### src/rtl/branch_update_ctrl.sv
// branch_update_ctrl
//   Sequences every write into the branch prediction buffer (target array and
//   local predictors). Execute-stage resolutions are queued in a small FIFO and
//   drained one per cycle. After reset or flush an initialisation sweep clears
//   every entry, and fetch-side predictions stay gated until it has finished.
//
//   Optional feature: define BRANCH_UPD_STATS_EN to build the saturating
//   target-miss and drop counters. Without it both counter outputs are tied to
//   zero and no counter flops exist.
module branch_update_ctrl #(
  parameter int ENTRIES = 1024,
  parameter int IDX_W   = 10,
  parameter int DEPTH   = 4,
  parameter int CNT_W   = 16
) (
  input  logic             clk_i,
  input  logic             reset_n_i,
  input  logic             upd_valid_i,
  input  logic [IDX_W-1:0] upd_idx_i,
  input  logic [31:0]      upd_target_i,
  input  logic             upd_taken_i,
  input  logic             upd_tgt_miss_i,
  input  logic [1:0]       upd_hist_i,
  input  logic             flush_i,
  output logic             upd_ready_o,
  output logic             wr_en_o,
  output logic [IDX_W-1:0] wr_idx_o,
  output logic             wr_tgt_en_o,
  output logic [31:0]      wr_target_o,
  output logic             lp_en_o,
  output logic [1:0]       lp_hist_o,
  output logic             lp_taken_o,
  output logic             pred_valid_o,
  output logic [CNT_W-1:0] tgt_miss_cnt_o,
  output logic [CNT_W-1:0] drop_cnt_o
);

  localparam int PTR_W = $clog2(DEPTH);
  // FIFO entry layout: {idx, target[31:0], taken, tgt_miss, hist[1:0]}
  localparam int ENT_W = IDX_W + 36;

  localparam logic [0:0]       ST_SWEEP = 1'b0;
  localparam logic [0:0]       ST_RUN   = 1'b1;

  localparam logic [IDX_W-1:0] LAST_IDX = IDX_W'(ENTRIES - 1);
  localparam logic [IDX_W-1:0] IDX_ZERO = {IDX_W{1'b0}};
  localparam logic [IDX_W-1:0] IDX_ONE  = IDX_W'(1);
  localparam logic [PTR_W-1:0] PTR_ZERO = {PTR_W{1'b0}};
  localparam logic [PTR_W-1:0] PTR_ONE  = PTR_W'(1);
  localparam logic [PTR_W:0]   CNT_ZERO = {(PTR_W+1){1'b0}};
  localparam logic [PTR_W:0]   CNT_ONE  = (PTR_W+1)'(1);
  localparam logic [PTR_W:0]   CNT_FULL = (PTR_W+1)'(DEPTH);
  localparam logic [ENT_W-1:0] ENT_ZERO = {ENT_W{1'b0}};

  logic [0:0]       state_r;
  logic [IDX_W-1:0] sweep_idx_r;
  logic [ENT_W-1:0] fifo_mem_r [DEPTH];
  logic [PTR_W-1:0] wr_ptr_r;
  logic [PTR_W-1:0] rd_ptr_r;
  logic [PTR_W:0]   count_r;

  logic             accept_s;
  logic             pop_s;
  logic             drop_s;
  logic [ENT_W-1:0] push_data_s;
  logic [ENT_W-1:0] head_s;
  logic [IDX_W-1:0] head_idx_s;
  logic [31:0]      head_target_s;
  logic             head_taken_s;
  logic             head_miss_s;
  logic [1:0]       head_hist_s;

  // Ready depends only on occupancy, so a pop in the same cycle never frees a full FIFO.
  assign upd_ready_o = (count_r != CNT_FULL);
  assign accept_s    = upd_valid_i && upd_ready_o && !flush_i;
  assign drop_s      = upd_valid_i && (!upd_ready_o || flush_i);
  // The queue only drains once the sweep has handed over to normal operation.
  assign pop_s       = (state_r == ST_RUN) && (count_r != CNT_ZERO) && !flush_i;

  assign push_data_s   = {upd_idx_i, upd_target_i, upd_taken_i, upd_tgt_miss_i, upd_hist_i};
  assign head_s        = fifo_mem_r[rd_ptr_r];
  assign head_hist_s   = head_s[1:0];
  assign head_miss_s   = head_s[2];
  assign head_taken_s  = head_s[3];
  assign head_target_s = head_s[35:4];
  assign head_idx_s    = head_s[ENT_W-1:36];

  // FIFO storage: write the accepted update at the tail slot.
  always_ff @(posedge clk_i or negedge reset_n_i) begin
    if (!reset_n_i) begin
      for (int i = 0; i < DEPTH; i++) begin
        fifo_mem_r[i] <= ENT_ZERO;
      end
    end else if (accept_s) begin
      fifo_mem_r[wr_ptr_r] <= push_data_s;
    end else begin
      fifo_mem_r[wr_ptr_r] <= fifo_mem_r[wr_ptr_r];
    end
  end

  // FIFO pointers and occupancy; flush discards everything queued.
  always_ff @(posedge clk_i or negedge reset_n_i) begin
    if (!reset_n_i) begin
      wr_ptr_r <= PTR_ZERO;
      rd_ptr_r <= PTR_ZERO;
      count_r  <= CNT_ZERO;
    end else if (flush_i) begin
      wr_ptr_r <= PTR_ZERO;
      rd_ptr_r <= PTR_ZERO;
      count_r  <= CNT_ZERO;
    end else begin
      wr_ptr_r <= accept_s ? (wr_ptr_r + PTR_ONE) : wr_ptr_r;
      rd_ptr_r <= pop_s ? (rd_ptr_r + PTR_ONE) : rd_ptr_r;
      case ({accept_s, pop_s})
        2'b10:   count_r <= count_r + CNT_ONE;
        2'b01:   count_r <= count_r - CNT_ONE;
        default: count_r <= count_r;
      endcase
    end
  end

  // Sweep/run sequencing; the sweep index wraps back to zero as it finishes.
  always_ff @(posedge clk_i or negedge reset_n_i) begin
    if (!reset_n_i) begin
      state_r     <= ST_SWEEP;
      sweep_idx_r <= IDX_ZERO;
    end else if (flush_i) begin
      state_r     <= ST_SWEEP;
      sweep_idx_r <= IDX_ZERO;
    end else begin
      case (state_r)
        ST_SWEEP: begin
          sweep_idx_r <= sweep_idx_r + IDX_ONE;
          state_r     <= (sweep_idx_r == LAST_IDX) ? ST_RUN : ST_SWEEP;
        end
        ST_RUN: begin
          sweep_idx_r <= sweep_idx_r;
          state_r     <= ST_RUN;
        end
        default: begin
          sweep_idx_r <= IDX_ZERO;
          state_r     <= ST_SWEEP;
        end
      endcase
    end
  end

  // Registered buffer write port and prediction gate.
  always_ff @(posedge clk_i or negedge reset_n_i) begin
    if (!reset_n_i) begin
      wr_en_o      <= 1'b0;
      wr_idx_o     <= IDX_ZERO;
      wr_tgt_en_o  <= 1'b0;
      wr_target_o  <= 32'h0000_0000;
      lp_en_o      <= 1'b0;
      lp_hist_o    <= 2'b00;
      lp_taken_o   <= 1'b0;
      pred_valid_o <= 1'b0;
    end else if (flush_i) begin
      wr_en_o      <= 1'b0;
      wr_tgt_en_o  <= 1'b0;
      lp_en_o      <= 1'b0;
      pred_valid_o <= 1'b0;
    end else begin
      case (state_r)
        ST_SWEEP: begin
          // Clearing write: zero target and reset the entry's predictors.
          wr_en_o      <= 1'b1;
          wr_idx_o     <= sweep_idx_r;
          wr_tgt_en_o  <= 1'b1;
          wr_target_o  <= 32'h0000_0000;
          lp_en_o      <= 1'b0;
          pred_valid_o <= 1'b0;
        end
        ST_RUN: begin
          pred_valid_o <= 1'b1;
          if (pop_s) begin
            // A target miss replaces the entry; otherwise only the predictor steps.
            wr_en_o     <= 1'b1;
            wr_idx_o    <= head_idx_s;
            wr_tgt_en_o <= head_miss_s;
            wr_target_o <= head_target_s;
            lp_en_o     <= !head_miss_s;
            lp_hist_o   <= head_hist_s;
            lp_taken_o  <= head_taken_s;
          end else begin
            wr_en_o     <= 1'b0;
            wr_tgt_en_o <= 1'b0;
            lp_en_o     <= 1'b0;
          end
        end
        default: begin
          wr_en_o      <= 1'b0;
          wr_tgt_en_o  <= 1'b0;
          lp_en_o      <= 1'b0;
          pred_valid_o <= 1'b0;
        end
      endcase
    end
  end

`ifdef BRANCH_UPD_STATS_EN
  localparam logic [CNT_W-1:0] STAT_ZERO = {CNT_W{1'b0}};
  localparam logic [CNT_W-1:0] STAT_ONE  = CNT_W'(1);
  localparam logic [CNT_W-1:0] STAT_MAX  = {CNT_W{1'b1}};

  logic [CNT_W-1:0] tgt_miss_cnt_r;
  logic [CNT_W-1:0] drop_cnt_r;

  // Saturating statistics, cleared only by reset (flush leaves them alone).
  always_ff @(posedge clk_i or negedge reset_n_i) begin
    if (!reset_n_i) begin
      tgt_miss_cnt_r <= STAT_ZERO;
      drop_cnt_r     <= STAT_ZERO;
    end else begin
      if (accept_s && upd_tgt_miss_i && (tgt_miss_cnt_r != STAT_MAX)) begin
        tgt_miss_cnt_r <= tgt_miss_cnt_r + STAT_ONE;
      end else begin
        tgt_miss_cnt_r <= tgt_miss_cnt_r;
      end
      if (drop_s && (drop_cnt_r != STAT_MAX)) begin
        drop_cnt_r <= drop_cnt_r + STAT_ONE;
      end else begin
        drop_cnt_r <= drop_cnt_r;
      end
    end
  end

  assign tgt_miss_cnt_o = tgt_miss_cnt_r;
  assign drop_cnt_o     = drop_cnt_r;
`else
  logic unused_stats_s;

  assign unused_stats_s = drop_s;
  assign tgt_miss_cnt_o = {CNT_W{1'b0}};
  assign drop_cnt_o     = {CNT_W{1'b0}};
`endif

endmodule
### config.mk
export PLATFORM = sky130hd
export DESIGN_NAME = branch_update_ctrl
export DESIGN_NICKNAME = d
export VERILOG_FILES = /design/src/rtl/branch_update_ctrl.sv
export SDC_FILE = /design/constraint.sdc
export NUM_CORES = 1
export LEC_CHECK = 0
export BUFFER_PORTS_ARGS = -buffer_cell sky130_fd_sc_hd__buf_2
export CAP_MARGIN = 20
export CORE_UTILIZATION = 35
export DETAILED_ROUTE_END_ITERATION = 10
export SLEW_MARGIN = 15
export SYNTH_ARGS = -nofsm -noshare
export SYNTH_HDL_FRONTEND = slang
export SYNTH_SLANG_ARGS = --single-unit
### constraint.sdc
create_clock -name clk_i -period 2.34 [get_ports clk_i]
set_input_delay 0.468 -clock clk_i [delete_from_list [all_inputs] [get_ports clk_i]]
set_output_delay 0.468 -clock clk_i [all_outputs]
set_load 0.01 [all_outputs]
# Word-level counts from Yosys, hierarchy flattened
# Cells that the tools add are included.
# op_classes
n_addsub	5
magnitude_cmp	3
eq_ne	6
mux	37
bitwise	4
n_reduce_logical	13
# op_table
cell	count
$bwmux W184	2
$mux W46	5
$bmux W46 S2	2
$mux W184	1
$demux W46 S2	1
$pmux W32 S2	1
$mux W32	1
$mux W10	3
$pmux W10 S2	1
$add A10 B1 Y10 const B	1
$eq A10 B10 Y1 const B	1
$pmux W1 S2	5
$mux W1	9
$mux W2	4
$ge A3 B3 Y1 const B	2
$not A2 Y3	2
$pmux W3 S2	1
$reduce_bool A3 Y1	2
$logic_and A1 B1 Y1	5
$add A2 B1 Y2 const B	2
$reduce_bool A2 Y1	2
$add A3 B1 Y3 const B	1
$lt A3 B1 Y1 const B	1
$mux W3	1
10 further kinds	12
# word_totals
reg_bits	251
in_bits	50
out_inout_bits	82
wordCells	85

# Logic depth before layout (Yosys ltp)
# Gate-level depths: netlist (run 1).
# depth
word_depth	8
depth_mapped	13
mapped_depth_nobuf	10

# Worst setup path after synthesis (run 1)
# OpenSTA, ideal clock, no wires.
# synth_path
kind	register to register
startpoint	register count_r[0]
endpoint	register count_r[1]
setup_time_ps	125
arrival_time_ps	2471
setup_slack_ps	-256
path_stages_with_launch	11
n_path_buf	2
cell_sequence	dfrtp_1 > nor3_1 > a21o_1 > buf_2 > clkbuf_1 > inv_1 > nand2_1 > a21oi_1 > fa_1 > o21ai_0 > a2111oi_0
# synth_between
elab_chain_len	6
elab_cells_between_ends	13
classes_between	add/sub (2); eq/ne (3); mux (2); reduce/logical (6)
# synth_rtl
item	line_no	source
from (decl)	60	logic [PTR_W:0] count_r;
from (signal assigned)	115	2'b10: count_r <= count_r + CNT_ONE;
from (signal assigned)	116	2'b01: count_r <= count_r - CNT_ONE;
from (signal assigned)	117	default: count_r <= count_r;
$ne A3 B3 Y1 / $reduce_bool A3 Y1 (equally long branches)	74, 78	
$logic_and A1 B1 Y1 (on tied branches) (2 in series)	75, 78	
$eq A2 B1 Y1 / $eq A2 B2 Y1 (equally long branches)	114	case ({accept_s, pop_s})
$pmux W3 S2	114	
$mux W3	107	end else if (flush_i) begin
# Several ways; a longest one is shown, not always the timed one.
# A chain may end at the register's enable or synchronous reset.

# Worst setup path after layout (run 1)
# layout_path
startpoint	register count_r[1]
endpoint	output port upd_ready_o
# layout_between
elab_chain_len	1
# layout_rtl
item	line_no	source
$ne A3 B3 Y1	74	assign upd_ready_o = (count_r != CNT_FULL);
to (decl)	25	output logic upd_ready_o,
# Every way passes these cells.

==> run metrics, run 1 <==
run status=complete, but fails checks; failing checks=design-rule violations; Core Area=35700 um^2; grt total ovfl=0; Ys Warns=0; DRT iter0 DRCs=509; # H-tree levels=1; final wirelength=~30 mm; sequential element share of the synthesized area=approximately half; total power density per cell area=between 1000 and 1500 nW/um^2; die area=between 30000 and 40000 um^2; CP Capture Type=output pin; fmax=464 MHz; IO Port Bufs=~100; nets=between 1000 and 1500; global placer's final weighted congestion=0.796; initial antenna violation count=1; Main synth FF type=dfrtp_1; pins over their slew limit=0; DRT Pass-1 Iters=8; peak supply drop=657 uV; Die H=193 um; CTS max path bufs=3; chip width=between 150 and 200 um; # setup viols final=0; Root Buffer=clkbuf_16; area grow syn2layout=17.3%; Post-synth top cells=dfrtp_1 (251), nor2_1 (206), a21oi_1 (191); post-CTS setup buffers=0; RSZ-0062 raised after global routing=no; Cell Rows=69; crit-path max FO=7; Final Critical Period=between 2 and 2.5 ns; Num CTS Buffers=29; vias per cell=about 5.2; I/O pin total=between 100 and 150; DRC Markers=14; relative slew slack=51.5%; fin crit share=between 90% and 100%; share of the synthesized area in the top cell type=49.4%; ANT nets after route=0; Design Power=16.0 mW; Starting Density=between 30% and 40%; count of state elements after synthesis=251; CP arrival=1.69 ns; Required @ worst endpoint=1.87 ns; critical path class=register to output pin; fraction of layout cells with a size suffix above 1=between 20% and 30%; CTS clock-pin slew for the worst setup and hold paths=~0.06 ns; R2R Setup Slk=0.24 ns; min-delay worst type=input port to register; Final Hold Fails=0; CTS tree=yes; Synth area leaders=dfrtp_1 (49%), mux4_2 (16%), a21oi_1 (7.5%); count of cell types in the netlist=43; top-count cell post-synth=dfrtp_1; Post-Syn Area=between 10000 and 15000 um^2; area leader, netlist=dfrtp_1; post_cts resized=0; Static Leak=between 5 and 6 nW; largest net degree at the start of global routing=78; Routed wire per std cell=18.6 um; Avg Synthesized Cell Area=12.2 um^2; number of global-route vias before repair=8407; Post-synth ARST share=100%; Gate Count Post-Synth=1040; Startpoint Class=register; Post-synth EDFFs=0; dpl hpwl=19.7 mm; Clk Latency, worst-skew pair=0.55 ns; GRT Util Overall=between 10% and 20%; TritonCTS Sinks=251; worst slew pin tran=0.728 ns; via count=between 8000 and 9000; Max Cap Viol=0; clock skew=0.0182 ns; first-pass GRT wire length=48.1 mm; Total Neg Setup Slack=0 ns
==> sequential cells by signal, indices dropped and copies added (netlist names) <==
name and count:
count_r 3, fifo_mem_r 184, lp_en_o 1, lp_hist_o 2, lp_taken_o 1, pred_valid_o 1
rd_ptr_r 2, state_r 1, sweep_idx_r 10, wr_en_o 1, wr_idx_o 10, wr_ptr_r 2
wr_target_o 32, wr_tgt_en_o 1
==> worst max-delay path, stage by stage, from the launching register on <==
cell     delay [ns]
dfrtp_1        0.40
buf_4          0.17
or3b_4         0.43
buf_2          0.16
==> routing by layer <==
layer  vias to the layer above  track usage (%)  part of all wire (%)
met5                         -                0                     0
met4                         0             3.94                   1.6
met3                        40             2.16                   4.9
met2                       216             26.8                    48
met1                      4269             24.3                    45
li1                       3903                -                     -
==> placed cells by master (no fill, tap or decap), types with 2 or more instances in the layout <==
master,count
a2111oi_0,2
a21o_2,2
a21oi_1,191
a221o_1,7
a22o_1,32
a31oi_1,2
buf_12,19
buf_2,98
buf_4,28
bufinv_16,5
clkbuf_1,4
clkbuf_16,29
clkbuf_8,4
clkinv_2,8
conb_1,32
dfrtp_1,247
dfrtp_2,2
dfrtp_4,2
ha_4,4
inv_1,7
mux2_2,3
mux2i_1,11
mux2i_4,40
mux4_2,90
nand2_1,12
nand2b_1,2
nand3_1,5
nand3b_1,3
nand4_1,2
nand4b_1,2
nor2_1,206
nor2b_1,2
nor3_1,5
nor3b_1,8
o21ai_0,6
o22ai_1,2
xnor2_1,6
xor2_1,7
==> final cells by class <==
class                           instances  area (um^2)
Clock inverter                         14          198
Multi-Input combinational cell        695         5930
Tap cell                              461          577
Inverter                                7         26.3
Timing Repair Buffer                  147         1110
Fill cell                            3295        20700
Clock buffer                           37          796
Sequential cell                       251         6290
Antenna cell                            1         2.50
==> cells by family after synthesis <==
group                      after synthesis  synth area share [%]
DFF                                    251                  49.4
xor gates and xnor gates                13                 0.895
AOI/OAI and AO/OA                      246                  11.1
and+or+nand+nor                        254                  8.34
muxes                                  144                  24.2
buffers and inverters                  125                  5.42
adders and majority gates                6                 0.649
other                                    1                0.0295
==> report_power, final <==
part / switching, mW / internal (mW)
combinational: 2.10 / 2.42
sequential: 1.02 / 5.76
clock: 1.81 / 2.93
==> path summary, 6_finish.rpt <==
check | startpoint | endpoint | cells after the start
hold / removal | upd_target_i[24] | fifo_mem_r[166]$_DFFE_PN0P_ | 3
hold reg to reg | wr_idx_o[0]$_DFFE_PN0P_ | wr_idx_o[0]$_DFFE_PN0P_ | 2
min in group asynchronous | reset_n_i | wr_target_o[0]$_DFFE_PN0P_ | 2
max in group asynchronous | reset_n_i | fifo_mem_r[30]$_DFFE_PN0P_ | 3
setup reg to reg | count_r[2]$_DFFE_PN0P_ | fifo_mem_r[66]$_DFFE_PN0P_ | 6
setup / recovery | count_r[1]$_DFFE_PN0P_ | upd_ready_o | 3
==> what timing repair did <==
action / 4_1_cts / 5_1_grt
hold endpoints to repair: 49 / 0
hold buffers: 1 / 0
endpoints found under the setup margin: 0 / 0
==> per-stage QoR <==
| stage | setup WS (ns) | cells | utilization, % | instance area (um^2) | hold slack, ns |
|---|---|---|---|---|---|
| detailed placement | 0.231 | 1560 | 39.0 | 13900 | 0.426 |
| CTS | 0.150 | 1612 | 41.8 | 14900 | 0.261 |
| floorplan | 0.0292 | 1071 | - | 12900 | 0.172 |
| global placement | 0.284 | 1560 | 39.0 | 13900 | 0.428 |
| finish | 0.183 | 1613 | 41.9 | 14900 | 0.281 |
| global route | 0.121 | 1613 | 41.9 | 14900 | 0.287 |
Note: power is estimated with default switching activity, not from simulation.
==> inputs of run 2 (changes only) <==
--- a/config.mk
+++ b/config.mk
@@ -9,6 +9,7 @@
 export CAP_MARGIN = 20
 export CORE_UTILIZATION = 35
 export DETAILED_ROUTE_END_ITERATION = 10
+export REMOVE_ABC_BUFFERS = 1
 export SLEW_MARGIN = 15
 export SYNTH_ARGS = -nofsm -noshare
 export SYNTH_HDL_FRONTEND = slang
==> run 2 against run 1 <==
The flow still finishes with violations (design-rule violations). Total power down 0.38%. Critical endpoint unchanged. Worst hold slack worse by 0.047 ns. Combinational power hardly changed. Largest power group unchanged.
==> run metrics, run 2 (same netlist as run 1, synthesis figures left out) <==
Static Leak=around 5.8 nW; CP arrival=roughly 1.7 ns; post-CTS setup buffers=0; total power density per cell area=1070 nW/um^2; global placer's final weighted congestion=0.775; # setup viols final=0; Reg2Reg Launch Point=count_r[1]$_DFFE_PN0P_; nets=1180; min-delay worst type=input port to register; Regs by FF count=fifo_mem_r: 184 flops, wr_target_o: 32 flops; failing checks=design-rule violations; placed cell area=13900 um^2; area grow syn2layout=17.1%; critical path class=register to output pin; grt total ovfl=0; hold slack final=between 0.2 and 0.25 ns; R2R cell count=8; Routed wire per std cell=19.0 um; vias per cell=5.22; IO Port Bufs=between 90 and 100; final wirelength=30.5 mm; DRT Pass-1 Iters=8; max reg flops=184; number of cells on the worst hold path=3; most frequent cells in the layout=dfrtp_1 (247), nor2_1 (206), a21oi_1 (191); Die H=193 um; fin crit share=just over 90%; DRC Markers=10; CTS tree=yes; RSZ-0062 raised after global routing=no; largest net degree at the start of global routing=67; relative slew slack=53.0%; die area=37100 um^2; Root Buffer=clkbuf_16; number of global-route vias before repair=8433; Clk Latency, worst-skew pair=approximately 0.55 ns; Final Critical Period=2.17 ns; n_diodes=0; CTS max path bufs=3; CTS clock-pin slew for the worst setup and hold paths=0.06 ns; chip width=193 um; Design Power=16.0 mW; via count=8379; Max Cap Viol=0; crit-path max FO=7; peak supply drop=648 uV; pins over their slew limit=0; Core Area=35700 um^2; first-pass GRT wire length=48.3 mm; Final Hold Fails=0; dpl hpwl=19.3 mm; DRT iter0 DRCs=591; CP Capture Type=output pin; capturing point of the worst reg2reg path=count_r[1]$_DFFE_PN0P_; R2R Setup Slk=approximately 0.23 ns; fmax=462 MHz; Cell Rows=69; worst slew pin tran=a little over 0.7 ns; Hold Startpoint=flush_i; I/O pin total=132; TritonCTS Sinks=251; Starting Density=35.7%; Most flops, register=fifo_mem_r; fraction of layout cells with a size suffix above 1=approximately 29%; Required @ worst endpoint=1.87 ns; GRT Util Overall=16.9%; Startpoint Class=register; initial antenna violation count=0; Worst Hold Endpoint=wr_en_o$_DFF_PN0_; Num CTS Buffers=29; share of the core filled with cells=41.8%; ANT nets after route=0; most common cell after layout, fill and taps aside=dfrtp_1; # H-tree levels=1; clock skew=0.00731 ns; run status=complete, but fails checks; fin area=14900 um^2
==> run 2: timing repair <==
action | CTS | global route
resized for setup | 0 | 2
setup endpoints to repair | 0 | 1
endpoints found under the hold margin | 60 | 0
hold buffers | 1 | 0
==> run 2: worst max-delay path by stage <==
stage                       startpoint                           to  slack (ns)
3_3_place_gp    count_r[1]$_DFFE_PN0P_       count_r[1]$_DFFE_PN0P_        0.24
5_1_grt         count_r[1]$_DFFE_PN0P_       count_r[1]$_DFFE_PN0P_        0.01
6_report        count_r[1]$_DFFE_PN0P_                  upd_ready_o        0.17
3_5_place_dp    count_r[1]$_DFFE_PN0P_       count_r[1]$_DFFE_PN0P_        0.18
2_1_floorplan  wr_ptr_r[0]$_DFFE_PN0P_  fifo_mem_r[137]$_DFFE_PN0P_       -1.82
4_1_cts         count_r[1]$_DFFE_PN0P_       count_r[1]$_DFFE_PN0P_        0.15
==> run 2: report_power, final <==
part | switching, mW | total [mW] | leakage, nW | internal [mW]
registers | 1.02 | 6.79 | 2.80 | 5.76
logic | 2.08 | 4.49 | 2.47 | 2.41
clock network | 1.84 | 4.71 | 0.482 | 2.87
total | 4.94 | 16.0 | 5.76 | 11.0
==> run 2: stage by stage <==
stage / TNS [ns] / setup WS (ns) / cells
final: 0 / 0.174 / 1606
after global routing: 0 / 0.0137 / 1606
after CTS: 0 / 0.155 / 1606
after detailed placement: 0 / 0.180 / 1553
after global placement: 0 / 0.240 / 1553
after floorplan: -331.75 / -1.82 / 953
==> run 2: critical path, cell delays in order, from the launching register on <==
cell and delay (ns):
dfrtp_1 0.39, buf_4 0.17, or3b_4 0.44, buf_2 0.16
==> run 2: cell type report <==
| cell class | instances | area (um^2) |
|---|---|---|
| clock buffer | 40 | 817 |
| sequential | 251 | 6290 |
| tap | 461 | 577 |
| fill | 3298 | 20800 |
| timing repair buffer | 140 | 1080 |
| multi-input combinational | 695 | 5930 |
| inverter | 7 | 26.3 |
| clock inverter | 12 | 173 |
==> run 2: layer usage <==
layer | GRT usage [%] | routed length [um]
met5 | 0 | 0
met4 | 4.45 | 570
met3 | 2.36 | 1500
met2 | 26.4 | 14500
met1 | 24.7 | 14000
